## src/rtl/operand_stack_if.sv

```systemverilog
// Bus between the stack-machine controller and the operand stack.
// The controller drives operations; the stack reports its top entries, occupancy and error flags.
interface operand_stack_if #(
    parameter int WIDTH = 8,
    parameter int PW    = 3
);
    logic             push;
    logic             pop;
    logic [WIDTH-1:0] din;
    logic [WIDTH-1:0] tos;
    logic [WIDTH-1:0] nos;
    logic [PW:0]      count;
    logic             empty;
    logic             full;
    logic             ovf;
    logic             unf;

    modport master (
        output push, pop, din,
        input  tos, nos, count, empty, full, ovf, unf
    );

    modport slave (
        input  push, pop, din,
        output tos, nos, count, empty, full, ovf, unf
    );
endinterface

```

## src/rtl/operand_stack.sv

```systemverilog
// LIFO operand stack for the 8-bit stack-machine datapath.
// It supports push, pop and an in-place replace of the top entry, and exposes the top two entries to the ALU.
module operand_stack #(
    parameter int WIDTH = 8,
    parameter int DEPTH = 8,
    parameter int PW    = 3
) (
    input  logic              clk,
    input  logic              rst,
    operand_stack_if.slave    bus
);
    localparam logic [PW:0] DEPTH_C = (PW+1)'(DEPTH);
    localparam logic [PW:0] ONE_C   = (PW+1)'(1);
    localparam logic [PW:0] TWO_C   = (PW+1)'(2);

    logic [WIDTH-1:0] mem [DEPTH];
    logic [PW:0]      count_q;
    logic [PW:0]      count_d;
    logic             ovf_q;
    logic             unf_q;
    logic             ovf_set;
    logic             unf_set;

    logic             do_push;
    logic             do_pop;
    logic             do_repl;
    logic             is_empty;
    logic             is_full;
    logic             wr_en;
    logic [PW-1:0]    wr_idx;
    logic [PW:0]      top_ptr;
    logic [PW:0]      nos_ptr;

    assign do_push  = bus.push & ~bus.pop;
    assign do_pop   = bus.pop & ~bus.push;
    assign do_repl  = bus.push & bus.pop;
    assign is_empty = (count_q == '0);
    assign is_full  = (count_q == DEPTH_C);
    assign top_ptr  = count_q - ONE_C;
    assign nos_ptr  = count_q - TWO_C;

    // Replace on an empty stack writes slot 0, which is also count_q, so it shares the push path.
    always_comb begin
        wr_en   = 1'b0;
        wr_idx  = count_q[PW-1:0];
        count_d = count_q;
        ovf_set = 1'b0;
        unf_set = 1'b0;
        if (do_push) begin
            if (is_full) begin
                ovf_set = 1'b1;
            end else begin
                wr_en   = 1'b1;
                count_d = count_q + ONE_C;
            end
        end else if (do_pop) begin
            if (is_empty) begin
                unf_set = 1'b1;
            end else begin
                count_d = count_q - ONE_C;
            end
        end else if (do_repl) begin
            wr_en = 1'b1;
            if (is_empty) begin
                count_d = ONE_C;
            end else begin
                wr_idx = top_ptr[PW-1:0];
            end
        end
    end

    always_ff @(posedge clk or negedge rst) begin
        if (!rst) begin
            count_q <= '0;
            ovf_q   <= 1'b0;
            unf_q   <= 1'b0;
        end else begin
            count_q <= count_d;
            ovf_q   <= ovf_q | ovf_set;
            unf_q   <= unf_q | unf_set;
        end
    end

    // Storage is deliberately not reset; count gates every read.
    always_ff @(posedge clk) begin
        if (wr_en) begin
            mem[wr_idx] <= bus.din;
        end
    end

    assign bus.tos   = (count_q >= ONE_C) ? mem[top_ptr[PW-1:0]] : '0;
    assign bus.nos   = (count_q >= TWO_C) ? mem[nos_ptr[PW-1:0]] : '0;
    assign bus.count = count_q;
    assign bus.empty = is_empty;
    assign bus.full  = is_full;
    assign bus.ovf   = ovf_q;
    assign bus.unf   = unf_q;
endmodule

```

## src/flat_wrapper.sv

```systemverilog
// flat-port wrapper written by rule: the top's interface ports become plain ports
module operand_stack_flat 
#(
    parameter int WIDTH = 8,
    parameter int DEPTH = 8,
    parameter int PW    = 3
)
  (clk, rst, bus_push, bus_pop, bus_din, bus_tos, bus_nos, bus_count, bus_empty, bus_full, bus_ovf, bus_unf);
  operand_stack_if #(.WIDTH(WIDTH), .PW(PW)) bus_i ();
  input  logic clk;
  input  logic rst;
  input wire logic [$bits(bus_i.push)-1:0] bus_push;
  input wire logic [$bits(bus_i.pop)-1:0] bus_pop;
  input wire logic [$bits(bus_i.din)-1:0] bus_din;
  output wire logic [$bits(bus_i.tos)-1:0] bus_tos;
  output wire logic [$bits(bus_i.nos)-1:0] bus_nos;
  output wire logic [$bits(bus_i.count)-1:0] bus_count;
  output wire logic [$bits(bus_i.empty)-1:0] bus_empty;
  output wire logic [$bits(bus_i.full)-1:0] bus_full;
  output wire logic [$bits(bus_i.ovf)-1:0] bus_ovf;
  output wire logic [$bits(bus_i.unf)-1:0] bus_unf;
  assign bus_i.push = bus_push;
  assign bus_i.pop = bus_pop;
  assign bus_i.din = bus_din;
  assign bus_tos = bus_i.tos;
  assign bus_nos = bus_i.nos;
  assign bus_count = bus_i.count;
  assign bus_empty = bus_i.empty;
  assign bus_full = bus_i.full;
  assign bus_ovf = bus_i.ovf;
  assign bus_unf = bus_i.unf;
  operand_stack #(.WIDTH(WIDTH), .DEPTH(DEPTH), .PW(PW)) u_core (.clk(clk), .rst(rst), .bus(bus_i));
endmodule
```

## config.mk

```make
export PLATFORM = sky130hd
export DESIGN_NAME = operand_stack_flat
export DESIGN_NICKNAME = d
export VERILOG_FILES = /design/src/rtl/operand_stack_if.sv /design/src/rtl/operand_stack.sv /design/src/flat_wrapper.sv
export SDC_FILE = /design/constraint.sdc
export NUM_CORES = 1
export LEC_CHECK = 0
export ABC_CLOCK_PERIOD_IN_PS = 5720
export CORE_ASPECT_RATIO = 0.8
export CORE_MARGIN = 3
export CORE_UTILIZATION = 60
export DETAILED_ROUTE_END_ITERATION = 6
export GPL_TIMING_DRIVEN = 0
export PLACE_DENSITY = 0.83
export SLEW_MARGIN = 20
export SYNTH_ARGS = -nofsm -noshare
export SYNTH_HDL_FRONTEND = slang
export SYNTH_SLANG_ARGS = --single-unit
```

## constraint.sdc

```tcl
create_clock -name clk -period 5.72 [get_ports clk]
set_clock_uncertainty 0.1 [all_clocks]
set_input_delay 0.572 -clock clk [delete_from_list [all_inputs] [get_ports clk]]
set_output_delay 0.572 -clock clk [all_outputs]
set_load 0.05 [all_outputs]
```

==> run_results.csv <==
group,metric,value,unit
critical_path,cp_top_family,"buffers and inverters",
yosys,syn_nets,262,
critical_path,crit_path_max_fanout,10,
global_route,overflow,0,
critical_path,cp_cell_sequence,"clkbuf_1 -> buf_2 -> inv_1 -> ha_1 -> clkbuf_1 -> mux4_2 -> nand2_1 -> a21oi_1 -> clkdlybuf4s50_1",
critical_path,worst-endpoint-arrival,4760,ps
critical_path,timing.critical_path.buf_inv,5,
flow_run,drv_cap,0,
cts,cts_root_buf,"clkbuf_8",
sta,worst_pin_slew,1050,ps
cts,cts.sinks,70,
sta,clock.fmax,0.184,GHz
yosys,syn-instance-count,236,
placement,hpwlAfterDp,5.60,mm
final_layout,most_common_library_cell_in_the_layout_ignoring_fill_and_taps,"edfxtp_1",
yosys,synth_top_flop_cell,"edfxtp_1",
critical_path,timing.critical_path.from_type,"flop",
global_route,globalRouteTotalUtil,0.264,
detailed_routing,drt-initial-drc-count,217,
outcome,outcome,"finished, final reports clean",
final_layout,mostFrequentLayoutCells,"edfxtp_1 (64), clkdlybuf4s50_1 (35), mux4_2 (32), nor2_1 (22), nand2_1 (19)",
final_layout,layout-area-overhead-vs-synth,19.3,%
sta,min_period,5430,ps
die,core.rowCount,24,
placement,dp_worst_setup_slack,817,ps
placement,io_buffer_count,35,
critical_path,critical_path_class,"reg -> out",
final_layout,fillerInstances,327,
sta,grt_setup_unrepaired,"false",
die,height_of_the_chip,76.0,um
sta,totalNegativeSetupSlack,0,ps
die,design.die.area,7100,um2
global_route,wire_length_of_the_first_global_routing_pass,13.4,mm
yosys,synthesis.area,3670,um2
final_layout,drive_above_1_share,0.219,
critical_path,critPathMostFrequentCell,"clkbuf_1",
detailed_routing,average_wire_per_cell_in_the_routed_design,23.4,um
sta,report.final.setup_viol,0,
global_route,pin_count_of_the_biggest_net_entering_global_routing,14,
global_route,grt_pass1_vias,2343,
sta,finalHoldViolCount,0,
cts,cts.reportedPaths.clkPinSlew,80,ps
yosys,post_synth.cell_area_avg,15.6,um2
detailed_routing,drcViolationCount,0,
yosys,synth_seq_area_share,0.564,
yosys,yosysUniqueCellTypes,38,
critical_path,required,5050,ps
cts,post_cts.resized_instances,0,
sta,holdWs,367,ps
yosys,synth_enable_flop_cells,64,
die,starting_density_of_the_core,0.647,
final_layout,n_antenna_cell,0,
critical_path,critical_path_sink_type,"output pin",
cts,number_of_hold_repair_buffers_added_at_the_cts_stage,0,
sta,relSlewSlack,0.297,
placement,place.gp.congestion,0.832,
yosys,yosys.area.top_type_share,0.523,
detailed_routing,via_count,2385,
final_layout,nets,309,
cts,cts_tree,"done",
die,top_level_ports,36,
cts,cts_buffer_depth,2,
sta,post-route-period-util,0.949,
yosys,synth_top_cell_by_area,"edfxtp_1",
detailed_routing,ant_nets,0,
cts,cts_setup_buffers,0,
critical_path,worst_path_largest_cell_delay,860,ps
die,core_area,5680,um2
yosys,postSynthRegisterBits,70,
yosys,synth.yosys.warnings,0,
min_path,holdCritPathClass,"in -> async",
critical_path,critPathSlowestCell,"clkdlybuf4s50_1",
detailed_routing,first_pass_detailed_route_iteration_total,5,
sta,final-max-slew-violation-count,0,
sta,post_route_worst_setup_slack,290,ps
cts,insertion_delay,350,ps
global_route,antenna_found_initial,0,
yosys,synth.top_cells.by_area,"edfxtp_1 (52%), mux4_2 (20%), ha_1 (4.8%), dfrtp_1 (4.1%), mux2i_1 (2.7%)",
detailed_routing,routed_via_density,6.52,
cts,h-tree-depth,3,
detailed_routing,drt-total-wl,8.56,mm
die,chipWidth,93.5,um
cts,cts_inserted_buffers,9,
yosys,async_reset_ff_frac,0.0857,
## state kept, by name, indices dropped and copies added (netlist names)
name / count
u_core.mem: 64
u_core.bus.count: 4
u_core.bus.ovf: 1
u_core.bus.unf: 1
## metal layers
metal,share of wire,GRT usage
met1,0.42,0.384
met2,0.46,0.372
met3,0.090,0.0859
met4,0.028,0.107
met5,0,0
## cell type report
cell class / count / area, um2 / area share
clock inverter: 7 / 121 / 0.0277
sequential: 70 / 2070 / 0.473
buffer: 14 / 75.1 / 0.0171
inverter: 8 / 30.0 / 0.00686
clock buffer: 9 / 124 / 0.0283
timing repair buffer: 36 / 358 / 0.0817
tap: 78 / 97.6 / 0.0223
multi-input combinational: 144 / 1500 / 0.343
## synth_stat cells, types with 3 or more instances
cell,count
a21oi_1,10
nor4_1,3
buf_2,6
clkbuf_1,5
nand3_1,3
mux4_2,32
dfrtp_1,6
inv_1,8
nand2_1,19
mux2i_1,10
nor2_1,22
a31oi_1,3
ha_1,14
edfxtp_1,64
## logic make-up (layout without fill, tap and decap cells)
logic type | count (synthesis) | in the layout | synth area share
xor+xnor | 3 | 3 | 0.00716
mux | 44 | 44 | 0.234
buf+inv | 22 | 74 | 0.0286
flops | 70 | 70 | 0.564
simple gates | 61 | 61 | 0.0804
compound gates | 22 | 22 | 0.0382
fa+ha+maj | 14 | 14 | 0.0477
## final timing paths
| path | startpoint | end | slack, ps | cells after the start |
|---|---|---|---|---|
| worst max-delay path | u_core.bus.count[1] | bus_tos[5] | 290 | 9 |
| worst min-delay path | rst | u_core.bus.count[1] | 370 | 1 |
| worst max register to register | u_core.bus.count[1] | u_core.mem[5][6] | 1030 | 9 |
| worst min register to register | u_core.bus.unf | u_core.bus.unf | 370 | 1 |
| max in group asynchronous | rst | u_core.bus.ovf | 4910 | 1 |
| min in group clk | u_core.bus.unf | u_core.bus.unf | 370 | 1 |
## per-stage QoR
step                       util  area (um2)  instances
after CTS                 0.772        4380        366
after global routing      0.772        4380        366
after global placement    0.726        4120        349
after detailed placement  0.728        4130        350
after floorplan               -        3670        236
final                     0.772        4380        366
## worst reg2reg max path: cells and delay by family, from the launching register on
| family | cells | cell delay (ps) |
|---|---|---|
| buf+inv | 5 | 1990 |
| simple gates | 2 | 1160 |
| flops | 1 | 540 |
| compound gates | 1 | 100 |
| fa+ha+maj | 1 | 400 |
Power is not shown: default switching activity piles up to over one toggle a cycle in this logic, so the estimate is an artifact.
